**src/rtl/load_store_unit.sv**
```systemverilog
// load_store_unit: RV32 load/store initiator for a word-wide data memory without byte enables.
module load_store_unit #(
  parameter bit          WORD_ADDR = 1'b1,
  parameter int unsigned RD_WAIT   = 0
) (
  input  logic        clk,
  input  logic        rst_n,
  input  logic        req_valid,
  output logic        req_ready,
  input  logic        req_write,
  input  logic [1:0]  req_size,
  input  logic        req_unsigned,
  input  logic [31:0] req_addr,
  input  logic [31:0] req_wdata,
  output logic        resp_valid,
  output logic [31:0] resp_rdata,
  output logic        resp_misaligned,
  output logic [31:0] mem_address,
  output logic [31:0] mem_write_data,
  output logic        mem_write,
  output logic        mem_read,
  input  logic [31:0] mem_data
);
  typedef enum logic [2:0] {IDLE, RD, MERGE_WR, WR, RESP} state_t;
  state_t      state;
  logic [3:0]  cnt;
  logic [31:0] addr, wdata, old, rdata_q;
  logic [1:0]  size;
  logic        uns, write, mis_q;
  logic        mis_req;
  logic [4:0]  sh;
  logic [15:0] lane;
  logic [31:0] ext, keep, merged;
  assign mis_req = (req_size == 2'd3) || (req_size == 2'd1 && req_addr[0]) ||
                   (req_size == 2'd2 && req_addr[1:0] != 2'd0);
  assign sh      = {addr[1:0], 3'b000};
  assign lane    = 16'(mem_data >> sh);
  assign ext     = size == 2'd0 ? {{24{~uns & lane[7]}}, lane[7:0]} :
                   size == 2'd1 ? {{16{~uns & lane[15]}}, lane[15:0]} : mem_data;
  // No byte enables: splice the new lane into the word read back in RD.
  assign keep    = size == 2'd0 ? 32'h0000_00ff : 32'h0000_ffff;
  assign merged  = (old & ~(keep << sh)) | ((wdata & keep) << sh);
  assign req_ready       = state == IDLE;
  assign resp_valid      = state == RESP;
  assign resp_rdata      = state == RESP ? rdata_q : 32'h0;
  assign resp_misaligned = state == RESP && mis_q;
  assign mem_read        = state == RD;
  assign mem_write       = state == WR || state == MERGE_WR;
  assign mem_address     = (mem_read || mem_write) ? (WORD_ADDR ? {2'b00, addr[31:2]} : addr) : 32'h0;
  assign mem_write_data  = state == WR ? wdata : state == MERGE_WR ? merged : 32'h0;
  always_ff @(posedge clk or negedge rst_n) begin
    if (!rst_n) begin
      state   <= IDLE;
      cnt     <= '0;
      addr    <= '0;
      wdata   <= '0;
      old     <= '0;
      rdata_q <= '0;
      size    <= '0;
      uns     <= 1'b0;
      write   <= 1'b0;
      mis_q   <= 1'b0;
    end else begin
      case (state)
        IDLE: if (req_valid) begin
          addr    <= req_addr;
          size    <= req_size;
          uns     <= req_unsigned;
          wdata   <= req_wdata;
          write   <= req_write;
          rdata_q <= '0;
          mis_q   <= mis_req;
          cnt     <= '0;
          state   <= mis_req ? RESP : (req_write && req_size == 2'd2) ? WR : RD;
        end
        RD: if (cnt == 4'(RD_WAIT)) begin
          cnt <= '0;
          if (write) begin
            old   <= mem_data;
            state <= MERGE_WR;
          end else begin
            rdata_q <= ext;
            state   <= RESP;
          end
        end else begin
          cnt <= cnt + 4'd1;
        end
        MERGE_WR, WR: state <= RESP;
        RESP:         state <= IDLE;
        default:      state <= IDLE;
      endcase
    end
  end
endmodule

```
**config.mk**
```make
export PLATFORM = sky130hd
export DESIGN_NAME = load_store_unit
export DESIGN_NICKNAME = d
export VERILOG_FILES = /design/src/rtl/load_store_unit.sv
export SDC_FILE = /design/constraint.sdc
export NUM_CORES = 1
export LEC_CHECK = 0
export BUFFER_PORTS_ARGS = -buffer_cell sky130_fd_sc_hd__buf_2
export CELL_PAD_IN_SITES_DETAIL_PLACEMENT = 1
export CELL_PAD_IN_SITES_GLOBAL_PLACEMENT = 2
export CORE_UTILIZATION = 31
export DETAILED_ROUTE_END_ITERATION = 8
export PLACE_DENSITY = 0.91
export SKIP_LAST_GASP = 1
export SLEW_MARGIN = 40
export SYNTH_ARGS = -nofsm -noshare
export SYNTH_HDL_FRONTEND = slang
export SYNTH_SLANG_ARGS = --single-unit
```
**constraint.sdc**
```tcl
create_clock -name clk -period 2.8 [get_ports clk]
set_input_delay 0.84 -clock clk [delete_from_list [all_inputs] [get_ports clk]]
set_output_delay 0.84 -clock clk [all_outputs]
set_load 0.1 [all_outputs]
```
Word level (Yosys, flattened, before mapping):

Cells that the tools add are included.

* add/subtract/negate cells: 1
* multiplexer cells: 20
* bitwise logic cells: 7
* shift operators: 3
* reductions and logical operators: 19
* eq/ne operators: 11

Operators by type and width (count)
* two-way mux 32 bit: 8
* one-hot mux 32 bit (2 select lines): 1
* AND 32 x 16 -> 32 bit: 1
* AND 32 bit: 1
* inverter 32 bit: 1
* bitwise OR 32 bit: 1
* << shifter 16 x 5 -> 32 bit: 1
* << shifter 32 x 5 -> 32 bit: 1
* >> shifter 32 x 5 -> 16 bit: 1
* two-way mux 30 bit: 1
* two-way mux 16 bit: 1
* two-way mux 3 bit: 4
* one-hot mux 3 bit (3 select lines): 1
* two-way mux 4 bit: 2
* one-hot mux 4 bit (2 select lines): 1
* == test 3 x 2 -> 1 bit (second input constant): 2
* AND reduction 2 bit: 3
* adder 4 x 1 -> 4 bit (second input constant): 1
* == test 2 x 1 -> 1 bit (second input constant): 2
* == test 2 bit (second input constant): 2
* logical AND 1 bit: 4
* logical NOT 4 bit: 1
* logical OR 1 bit: 4
* != test 2 bit (second input constant): 2
* other kinds (12): 14

* logic and storage cells: 71
* output and inout bits: 101
* flip-flop bits (word level): 140
* input port bits: 103

Depth between registers and ports, before layout:

Gate-level depths: netlist (run 1).

* word-level depth: 8
* depth in mapped cells: 7
* mapped depth without buffers: 6

Worst setup path before layout (run 1):

OpenSTA, ideal clock, no wires.

* path type: reg-to-output
* from: reg size[0]
* to: out mem_write_data[31]
* cell stages (with the launch flop): 8
* slack: -1.589 ns
* data required time: 1.960 ns
* arrival: 3.549 ns
* cells stage by stage: dfrtp_1 > buf_2 > or2_2 > buf_2 > buf_2 > nand3_1 > a21o_1 > a221oi_1

* cells in the longest elaborated chain, start to end: 8
* elaborated cells between the ends (all ways): 10

Ends and longest elaborated chain
* start: declaration: line 28 `logic [1:0] size;`
* start signal: assignment: line 67 `size <= req_size;`
* logical NOT 2 bit (*): line 41 `assign keep = size == 2'd0 ? 32'h0000_00ff : 32'h0000_ffff;`
* two-way mux 16 bit (*): line 41
* << shifter 16 x 5 -> 32 bit: line 42 `assign merged = (old & ~(keep << sh)) | ((wdata & keep) << sh);`
* inverter 32 bit: line 42
* AND 32 bit: line 42
* bitwise OR 32 bit (*): line 42
* two-way mux 32 bit (*) (2 in a row): line 50 `assign mem_write_data = state == WR ? wdata : state == MERGE_WR ? merged : 32'h0;`
* end: declaration: line 19 `output logic [31:0] mem_write_data,`

Every way passes the cells marked *; elsewhere a longest branch is shown, timed or not.

Worst setup path after layout (run 1):

* from: reg addr[1]
* to: out mem_write_data[14]

* cells in the longest elaborated chain, start to end: 6
* elaborated cells between the ends (all ways): 7

Ends and longest elaborated chain
* start: declaration: line 27 `logic [31:0] addr, wdata, old, rdata_q;`
* start signal: assignment: line 66 `addr <= req_addr;`
* << shifter 16 x 5 -> 32 bit: line 42
* inverter 32 bit: line 42
* AND 32 bit: line 42
* bitwise OR 32 bit (*): line 42
* two-way mux 32 bit (*) (2 in a row): line 50

Marked as above.

==> results of run 1 <==
==> metrics by stage <==
stage	util	total power, µW
global placement	0.4426	10610
finish	0.4799	13770
floorplan	-	8431
detailed placement	0.4426	10820
CTS	0.4730	13440
global route	0.4799	14440
==> how the worst max path moves through the flow <==
stage                          to  slack [ns]  cells after the start
2_1_floorplan  mem_write_data[21]       -0.84                      6
3_3_place_gp   mem_write_data[24]        0.15                      5
3_5_place_dp   mem_write_data[10]        0.14                      6
4_1_cts        mem_write_data[10]       -0.14                      6
5_1_grt         mem_write_data[6]       -0.26                      8
6_report       mem_write_data[14]       -0.21                      7
==> flip-flops by register name, summed over array words and instances, names as in the netlist <==
name     count
wdata       32
old         32
state        3
mis_q        1
uns          1
write        1
addr        32
cnt          4
rdata_q     32
size         2
==> area by class of cell <==
cell class | count | area (µm²) | area share
repair buffers | 246 | 2963 | 0.2539
well taps | 324 | 405.4 | 0.03473
multi-input cells | 644 | 4140 | 0.3547
inverters | 11 | 47.55 | 0.004074
clock inverters | 15 | 178.9 | 0.01533
flip-flops and latches | 140 | 3511 | 0.3008
clock buffers | 17 | 425.4 | 0.03645
==> where the power goes <==
group          internal (µW)  switching, µW
registers               2990            941
clock network           1350           1010
logic                   2990           4490
==> per-layer routing <==
layer  vias up  track usage  part of all wire
met5         -            0                 0
met4         0      0.06337             0.023
met3        39      0.04753             0.063
met2       309       0.3585              0.48
met1      3637       0.2965              0.43
li1       3368            -                 -
==> synthesized netlist by cell type (all sizes together), types with 3 or more instances <==
| cell type | count |
|---|---|
| nand2 | 269 |
| dfrtp | 140 |
| clkbuf | 41 |
| a21oi | 39 |
| and2 | 38 |
| and3 | 38 |
| o22ai | 35 |
| mux2 | 34 |
| buf | 31 |
| nand2b | 24 |
| o21ai | 21 |
| nand3 | 18 |
| a211o | 17 |
| a22o | 16 |
| nor2 | 14 |
| a211oi | 12 |
| a2bb2oi | 10 |
| inv | 9 |
| a311o | 8 |
| mux2i | 8 |
| a221oi | 4 |
| nor2b | 4 |
| nor3 | 3 |
| o2111ai | 3 |
| o221ai | 3 |
==> cell families (layout without fill, tap and decap cells) <==
group	count (synthesis)	in the layout	share of synthesized area
fa+ha+maj	2	2	0.003247
buf+inv	83	289	0.04904
other cells	1	2	0.0004867
xor+xnor	1	1	0.001137
flops	140	140	0.4547
compound gates	178	178	0.1642
simple gates	419	419	0.2525
mux	42	42	0.07470
==> worst register-to-register path, stage by stage (launching register included) <==
cell and delay [ns]:
dfrtp_2 0.47, buf_12 0.20, or3b_4 0.31, clkinv_2 0.18
nand3_4 0.12, buf_4 0.48, mux2_2 0.42
==> repair_timing <==
item,in CTS,in global routing
buffers inserted,5,8
pin swaps,29,15
setup endpoints to repair,33,67
resized for setup,30,17
gates cloned,1,1
==> reports/results.ini, run 1 <==
[placed_design]
port_buffers = 201
routabilityCongestion = 0.8544
dpl_cell_area_um2 = 10760
dp_hpwl_um = 20100
dp_slack_ns = 0.1375
placedCellCount = 1350

[yosys]
synth.top_cell.area_share = 0.4547
synth-edff-count = 0
synth-async-reset-ratio = 1.000
ys_ff_latch = 140
synth_top_area_cell = dfrtp_1
synth_cells = 866
syn_area_um2 = 7705
synth.distinct_cells = 56
ys_seq_area_frac = 0.4547
yosysWarnings = 0
synthTopCellsByArea = dfrtp_1 (45%), nand2_1 (13%), mux2_4 (5.8%)
syn_avg_cell_area_um2 = 8.897
synthFlopType = dfrtp_1

[status]
violations = setup timing
status = complete, but fails checks

[setup_path]
arrival_ns = 2.17
cp_data_required_time_ns = 1.96
cpMaxStageDelayCell = dfrtp_2
worstPathCellList = buf_4, clkinvlp_4, buf_4, o22ai_1, a211o_1, a21oi_4, buf_12
worst_r2r_path_depth = 6
start_kind = register
cp_max_fo = 12
reg2reg_to = old[27]
cp-end-kind = output pin
crit_type = reg2out
cpLargestDelayFamily = buffers and inverters
r2r_slack_ns = 0.53
critical_path_buf_inv_count = 4
max_stage_delay_ns = 0.47
worstSetupStartpoint = addr[1]
crit_top_cell = buf_4
timing.rr.start = state[0]

[cts]
h-tree-depth = 4
cts-root-buf = clkbuf_16
clockBufferDepth = 2
hold_buffers = 0
cts_tree = yes
clock-sinks = 140
clk_pin_slew_ns = 0.07
clkLatencyLatePin_ns = 0.42
cts_buffers = 17

[timing]
rsz0062_at_grt = true
slew_headroom = 0.5728
hold_violations = 0
fin_crit_ns = 3.015
final-setup-viol-count = 33
max_freq_mhz = 331.7
layout_setup_ws_ns = -0.2147
tns_ns = -5.211
whs_ns = 0.3528
report.final.slew_viol_count = 0
tightest_slew_ns = 0.6387
finalCritPeriodShare = 1.077
clock_skew_ns = 0.01179

[global_route]
antenna_found_initial = 0
grt_pass1_vias = 7591
grt_usage = 0.2213
overflow = 0
grt_max_degree = 53
grt_pass1_wl_um = 44090

[layout]
layout_common_cells = nand2_1 (263), dfrtp_1 (134), buf_12 (105), buf_2 (102)
final_cell_area_um2 = 11670
area_delta_synth_final_pct = 51.48
final_common_cell = nand2_1
nets = 1165
fill_cells = 2668
stdcell_count = 1397
final_layout_size_suffix_gt1_frac = 0.3514
antennaDiodeCount = 0

[drt]
wl_um = 28460
drc = 0
routed_via_density = 5.263
first_pass_iters = 6
vias = 7353
initialDrtViolationCount = 607
ant_nets = 0
wl_per_cell_um = 20.37

[floorplan]
coreArea_um2 = 24320
fp-row-count = 57
start_util = 0.3168
die_h_um = 159.7
die-area_um2 = 25490
die_w_um = 159.7
pin_count = 204

[pwr]
vdd_ir_drop_max_mv = 0.4554
powerDensity_nw_per_um2 = 1180
leakage_uw = 0.005521

[min_path]
min_path_type = in2async

[flow_run]
drv_cap = 0

Power figures use the tool's default switching activity.
==> run 2: changes to the inputs <==
--- a/config.mk
+++ b/config.mk
@@ -5,12 +5,14 @@
 export SDC_FILE = /design/constraint.sdc
 export NUM_CORES = 1
 export LEC_CHECK = 0
+export ABC_AREA = 1
 export BUFFER_PORTS_ARGS = -buffer_cell sky130_fd_sc_hd__buf_2
 export CELL_PAD_IN_SITES_DETAIL_PLACEMENT = 1
 export CELL_PAD_IN_SITES_GLOBAL_PLACEMENT = 2
-export CORE_UTILIZATION = 31
+export CORE_UTILIZATION = 30
+export CTS_BUF_LIST = sky130_fd_sc_hd__clkbuf_8
 export DETAILED_ROUTE_END_ITERATION = 8
-export PLACE_DENSITY = 0.91
+export PLACE_DENSITY = 0.94
 export SKIP_LAST_GASP = 1
 export SLEW_MARGIN = 40
 export SYNTH_ARGS = -nofsm -noshare
==> run 2 against run 1 <==
  * The run still ends with setup timing left
  * Final cell count rose by 15%
  * Synthesized area fell by 1.5%
  * Total power rose by 2.3%
  * Global-route usage fell by 0.13 points
  * Via count rose by 4.7%
  * Clock power fell by 28%
  * Cell area rose by 0.17%
  * Setup slack improved by 0.15 ns
  * Critical endpoint is now mem_write_data[25]
==> reports/results.ini, run 2 <==
[yosys]
syn_area_um2 = 7590  ; -1.5%
synth.top_cell.area_share = 0.4616  ; +0.006896
synth-edff-count = 0  ; unchanged
synth-async-reset-ratio = 1.000  ; unchanged
synthFlopType = dfrtp_1
syn_avg_cell_area_um2 = 7.201  ; -19%
yosysWarnings = 0  ; unchanged
synthTopCellsByArea = dfrtp_1 (46%), nand2_1 (20%), o21ai_0 (6.1%)
synth_top_area_cell = dfrtp_1
yosysMostFrequentCell = nand2_1
ys_seq_area_frac = 0.4616  ; +0.006896
ys_ff_latch = 140  ; unchanged
synth.distinct_cells = 36  ; -36%
synth_cells = 1054  ; +22%
synth_commonest_cells = nand2_1 (413), dfrtp_1 (140), inv_1 (121)

[cts]
h-tree-depth = 4  ; unchanged
cts_tree = yes
clockBufferDepth = 2  ; unchanged
clk_pin_slew_ns = 0.09  ; +0.02 ns
clock-sinks = 140  ; unchanged
cts_buffers = 17  ; unchanged
hold_buffers = 0  ; unchanged
clkLatencyLatePin_ns = 0.47  ; +0.05 ns
cts-root-buf = clkbuf_8

[global_route]
overflow = 0  ; unchanged
antenna_found_initial = 1  ; +1
grt_usage = 0.2200  ; -0.001305
grt_max_degree = 73  ; +38%
grt_pass1_wl_um = 44570  ; +1.1%
grt_pass1_vias = 8212  ; +8.2%

[layout]
regArea_um2 = 3508  ; about the same
fill_cells = 2926  ; +9.7%
nets = 1369  ; +18%
multi_input_area_um2 = 4014  ; -3.1%
layout_common_cells = nand2_1 (378), dfrtp_1 (136), inv_1 (120), buf_2 (103), buf_12 (101)
final_common_cell = nand2_1
area_delta_synth_final_pct = 54.04
final_layout_size_suffix_gt1_frac = 0.3493  ; -0.002095

[floorplan]
start_util = 0.3094  ; -0.007455
fp-row-count = 57  ; unchanged
die_w_um = 161.1  ; +0.88%
pin_count = 204  ; unchanged
die-area_um2 = 25940  ; +1.8%
coreArea_um2 = 24530  ; +0.88%
die_h_um = 161.1  ; +0.88%

[timing]
tns_ns = -0.3700  ; +4.841 ns
fin_crit_ns = 2.863  ; -0.1514 ns
rsz0062_at_grt = true
hold_violations = 0  ; unchanged
finalCritPeriodShare = 1.023  ; -0.05408
clock_skew_ns = 0.02130  ; +0.009511 ns
layout_setup_ws_ns = -0.06331  ; +0.1514 ns
tightest_slew_ns = 0.6563  ; +0.01767 ns
slew_headroom = 0.5624  ; -0.01040
report.final.slew_viol_count = 0  ; unchanged
max_freq_mhz = 349.2  ; +5.3%
whs_ns = 0.3540  ; +0.001241 ns
final-setup-viol-count = 15  ; -55%

[flow_run]
drv_cap = 0  ; unchanged

[setup_path]
start_kind = register
max_stage_delay_ns = 0.41  ; -0.06 ns
worstSetupStartpoint = addr[0]
cpLargestDelayFamily = compound AO/OA/AOI/OAI gates
cp_max_fo = 14  ; +2
timing.rr.start = addr[1]
cp_data_required_time_ns = 1.96  ; about the same
worstPathCellList = inv_2, buf_4, o21ai_0, o21ai_1, nand2_1, nand2_2, buf_12
critical_path_buf_inv_count = 3  ; -1
arrival_ns = 2.02  ; -0.15 ns
cp-end-kind = output pin
cpMaxStageDelayCell = o21ai_0
crit_type = reg2out

[placed_design]
dp_slack_ns = 0.1202  ; -0.01730 ns
port_buffers = 201  ; unchanged
routabilityCongestion = 0.8544  ; unchanged
dp_hpwl_um = 20230  ; +0.64%

[pwr]
combPwrFrac = 0.631  ; +0.088
netSwitchingFraction = 0.5355  ; +0.06820
clkPwrFrac = 0.120  ; -0.051
vdd_ir_drop_max_mv = 0.7585  ; +67%
design_power_total_uw = 14090  ; +2.3%
leakage_uw = 0.005591  ; +1.3%
power_frac_seq = 0.249  ; -0.037
switchingPower_uw = 7547  ; +17%
powerDensity_nw_per_um2 = 1205  ; +2.2%
p_int_uw = 6545  ; -11%

[min_path]
min_path_type = in2async

[drt]
ant_nets = 0  ; unchanged
routed_via_density = 4.803  ; -8.7%
initialDrtViolationCount = 396  ; -35%
vias = 7695  ; +4.7%
wl_um = 27830  ; -2.2%
wl_per_cell_um = 17.37  ; -15%
first_pass_iters = 5  ; -1
drc = 0  ; unchanged

[status]
status = complete, but fails checks
violations = setup timing

run 2: changes by cell type in the layout (fill, tap and decap cells not counted), sizes merged, moves of 16 or more:
| cell | delta |
|---|---|
| and2 | -38 |
| o22ai | -33 |
| a21oi | -31 |
| inv | +119 |
| nand3 | +28 |
| o21ai | +108 |
| mux2 | -34 |
| nand2b | -24 |
| and3 | -38 |
| a211o | -17 |
| a22o | -16 |
| nand2 | +148 |
| o21bai | +21 |
| nor2 | +81 |
run 2: cell type report:
| cell class | count | area share |
|---|---|---|
| antenna | 1 | 0.0002140 |
| clock buffer | 17 | 0.02001 |
| clock inverter | 15 | 0.01402 |
| inverter | 127 | 0.04281 |
| multi-input combinational | 736 | 0.3433 |
| sequential | 140 | 0.3001 |
| tap | 324 | 0.03467 |
| timing repair buffer | 241 | 0.2439 |
| timing repair inverter | 1 | 0.0009632 |
run 2: repair_timing:
action                     4_1_cts  5_1_grt
pin swaps                       26       28
cloned                           1        1
setup endpoints to repair       97       66
buffers inserted                11        4
gates resized for setup         85       35
run 2: layer usage:
layer / share of wire / track usage
met5: 0.00029 / 0
met4: 0.022 / 0.07590
met3: 0.057 / 0.05187
met2: 0.50 / 0.3662
met1: 0.42 / 0.2788
run 2: final timing paths:
kind,end,slack [ns],depth (start not counted)
worst max-delay path,mem_write_data[25],-0.06,7
worst min-delay path,old[6],0.35,1
worst max register to register,rdata_q[10],0.85,10
worst min register to register,wdata[24],0.48,2
max in group asynchronous,addr[1],1.68,2
min in group clk,wdata[24],0.48,2
run 2: logic make-up (layout without fill, tap and decap cells):
group                      Yosys count  in the layout  synth area share
adders and majority gates            2              2          0.003297
xor gates and xnor gates             2              2          0.002308
and+or+nand+nor                    562            562            0.2974
AOI/OAI and AO/OA                  168            168            0.1363
other                                1              3         0.0004941
buffers and inverters              179            401           0.09858
DFF                                140            140            0.4616
run 2: power groups by stage:
stage | Combinational (µW) | Clock (µW) | Sequential, µW
6_report | 8890 | 1690 | 3510
5_1_grt | 9520 | 1840 | 3610
4_1_cts | 8740 | 1740 | 3480
3_5_place_dp | 8260 | 0 | 3510
3_3_place_gp | 8100 | 0 | 3460
2_1_floorplan | 5780 | 0 | 3280
run 2: worst reg2reg max path, delay by kind of cell (launching register included):
| kind | cells | cell delay [ns] |
|---|---|---|
| buffers and inverters | 2 | 0.35 |
| AND/OR/NAND/NOR | 7 | 1.02 |
| flip-flops | 1 | 0.45 |
| AO/OA/AOI/OAI | 1 | 0.07 |
run 2: stage by stage:
step | utilization | instances | instance area (µm²)
final | 0.4765 | 1602 | 11690
after global routing | 0.4764 | 1601 | 11690
after CTS | 0.4680 | 1596 | 11480
after detailed placement | 0.4375 | 1552 | 10730
after global placement | 0.4374 | 1552 | 10730
after floorplan | - | 1055 | 7949
==> run 3: changes to the inputs <==
--- a/config.mk
+++ b/config.mk
@@ -5,14 +5,13 @@
 export SDC_FILE = /design/constraint.sdc
 export NUM_CORES = 1
 export LEC_CHECK = 0
-export ABC_AREA = 1
 export BUFFER_PORTS_ARGS = -buffer_cell sky130_fd_sc_hd__buf_2
 export CELL_PAD_IN_SITES_DETAIL_PLACEMENT = 1
 export CELL_PAD_IN_SITES_GLOBAL_PLACEMENT = 2
-export CORE_UTILIZATION = 30
+export CORE_UTILIZATION = 32
 export CTS_BUF_LIST = sky130_fd_sc_hd__clkbuf_8
 export DETAILED_ROUTE_END_ITERATION = 8
-export PLACE_DENSITY = 0.94
+export PLACE_DENSITY = 0.93
 export SKIP_LAST_GASP = 1
 export SLEW_MARGIN = 40
 export SYNTH_ARGS = -nofsm -noshare
==> run 3 against run 2 <==
  * The run still ends with setup timing left
  * Critical path type unchanged
  * Core utilization grew 1.4 points
  * Via count down 3.0%
  * Clock power grew 4%
  * Global-route usage up 1.6 points
==> reports/results.ini, run 3 (synthesized netlist as in run 1, its figures left out) <==
[cts]
cts_buffers = 17  ; unchanged
cts_tree = yes
clockBufferDepth = 2  ; unchanged
clock-sinks = 140  ; unchanged
clkLatencyLatePin_ns = 0.46  ; about the same
clk_pin_slew_ns = 0.09  ; about the same
cts-root-buf = clkbuf_8
h-tree-depth = 4  ; unchanged
hold_buffers = 0  ; unchanged

[drt]
wl_per_cell_um = 20.80  ; +20%
routed_via_density = 5.357  ; +12%
first_pass_iters = 5  ; unchanged
wl_um = 28980  ; +4.2%
vias = 7462  ; -3.0%
initialDrtViolationCount = 584  ; +47%
ant_nets = 0  ; unchanged
drc = 0  ; unchanged

[timing]
layout_setup_ws_ns = -0.2506  ; -0.1873 ns
rsz0062_at_grt = true
fin_crit_ns = 3.051  ; +0.1873 ns
max_freq_mhz = 327.8  ; -6.1%
tns_ns = -4.592  ; -4.222 ns
slew_headroom = 0.5467  ; -0.01575
final-setup-viol-count = 32  ; +17
clock_skew_ns = 0.01721  ; -0.004084 ns
report.final.slew_viol_count = 0  ; unchanged
finalCritPeriodShare = 1.090  ; +0.06690
hold_violations = 0  ; unchanged
tightest_slew_ns = 0.6778  ; +0.02142 ns

[min_path]
min_path_type = in2async

[layout]
final_layout_size_suffix_gt1_frac = 0.3560  ; +0.006755
final_cell_area_um2 = 11540  ; -1.3%
final_common_cell = nand2_1
layout_common_cells = nand2_1 (263), dfrtp_1 (135), buf_12 (104), buf_2 (101)
nets = 1165  ; -15%
area_delta_synth_final_pct = 49.79

[pwr]
leakage_uw = 0.005446  ; -2.6%
vdd_ir_drop_max_mv = 0.5180  ; -32%
powerDensity_nw_per_um2 = 1151  ; -4.5%

[global_route]
grt_max_degree = 76  ; +4.1%
grt_pass1_wl_um = 44080  ; -1.1%
grt_pass1_vias = 7709  ; -6.1%
antenna_found_initial = 0  ; -1
overflow = 0  ; unchanged
grt_usage = 0.2359  ; +0.01591

[floorplan]
die_w_um = 157.2  ; -2.4%
start_util = 0.3273  ; +0.01791
die_h_um = 157.2  ; -2.4%
fp-row-count = 56  ; -1.8%
die-area_um2 = 24700  ; -4.8%
pin_count = 204  ; unchanged
coreArea_um2 = 23540  ; -4.0%

[status]
status = complete, but fails checks
violations = setup timing

[placed_design]
routabilityCongestion = 0.8913  ; +4.3%
port_buffers = 201  ; unchanged
dp_hpwl_um = 20190  ; -0.22%
dpl_cell_area_um2 = 10770  ; +0.33%

[setup_path]
cp_data_required_time_ns = 1.96  ; about the same
critical_path_buf_inv_count = 2  ; -1
max_stage_delay_ns = 0.48  ; +0.07 ns
crit_type = reg2out
start_kind = register
arrival_ns = 2.21  ; +0.19 ns
cp-end-kind = output pin
cpLargestDelayFamily = compound AO/OA/AOI/OAI gates
cpMaxStageDelayCell = dfrtp_2
cp_max_fo = 8  ; -6
worstPathCellList = o21bai_4, buf_6, nand2_1, a311o_1, a21oi_2, buf_12

[flow_run]
drv_cap = 0  ; unchanged

run 3: changes by cell type in the layout (fill, tap and decap cells not counted), sizes merged, moves of 28 or more:
cell   delta
mux2     +34
and3     +38
a21oi    +31
nand2   -148
o21ai   -108
inv     -115
nor2     -81
nand3    -28
o22ai    +33
and2     +38
run 3: final cells by class:
type,instances,area (µm²)
diodes,1,2.502
clock buffers,17,234.0
clock inverters,15,175.2
fillers,2657,12000
inverters,11,45.04
multi-input cells,645,4208
flip-flops and latches,140,3510
well taps,319,399.1
repair buffers,245,2968
run 3: final timing paths:
check                               from                 end  slack (ns)  depth (start not counted)
worst max-delay path             size[0]  mem_write_data[16]       -0.25                          6
worst min-delay path               rst_n            addr[28]        0.30                          1
worst max register to register    cnt[0]         rdata_q[22]        0.32                          6
worst min register to register  addr[17]            addr[17]        0.47                          2
max in group asynchronous          rst_n            addr[21]        1.82                          2
min in group clk                addr[17]            addr[17]        0.47                          2
run 3: what timing repair did:
item	in CTS	in global routing
gates cloned	3	0
endpoints found under the hold margin	0	0
pin swaps	25	35
setup endpoints to repair	97	34
setup buffers	7	8
gates resized for setup	38	22
run 3: report_power, final:
| part | internal [µW] | switching, µW |
|---|---|---|
| Combinational | 3000 | 4530 |
| Sequential | 2980 | 1020 |
| Clock | 824 | 929 |
run 3: layer usage:
metal / vias to the layer above / track usage / wire (µm)
met5: - / 0 / 0
met2: 310 / 0.3911 / 14160
met4: 0 / 0.07813 / 634
met1: 3736 / 0.3023 / 12220
met3: 53 / 0.05369 / 1961
li1: 3363 / - / -
run 3: metrics by stage:
| stage | hold slack [ns] | total power [µW] | utilization | worst slack, ns | std cells |
|---|---|---|---|---|---|
| 2_1_floorplan | 0.4374 | 8431 | - | -0.8418 | 867 |
| 3_3_place_gp | 0.4490 | 10570 | 0.4574 | 0.09747 | 1345 |
| 3_5_place_dp | 0.4563 | 10820 | 0.4574 | 0.08446 | 1345 |
| 4_1_cts | 0.2755 | 12980 | 0.4851 | -0.1972 | 1387 |
| 5_1_grt | 0.2997 | 13920 | 0.4901 | -0.3005 | 1392 |
| 6_report | 0.2969 | 13290 | 0.4902 | -0.2506 | 1393 |
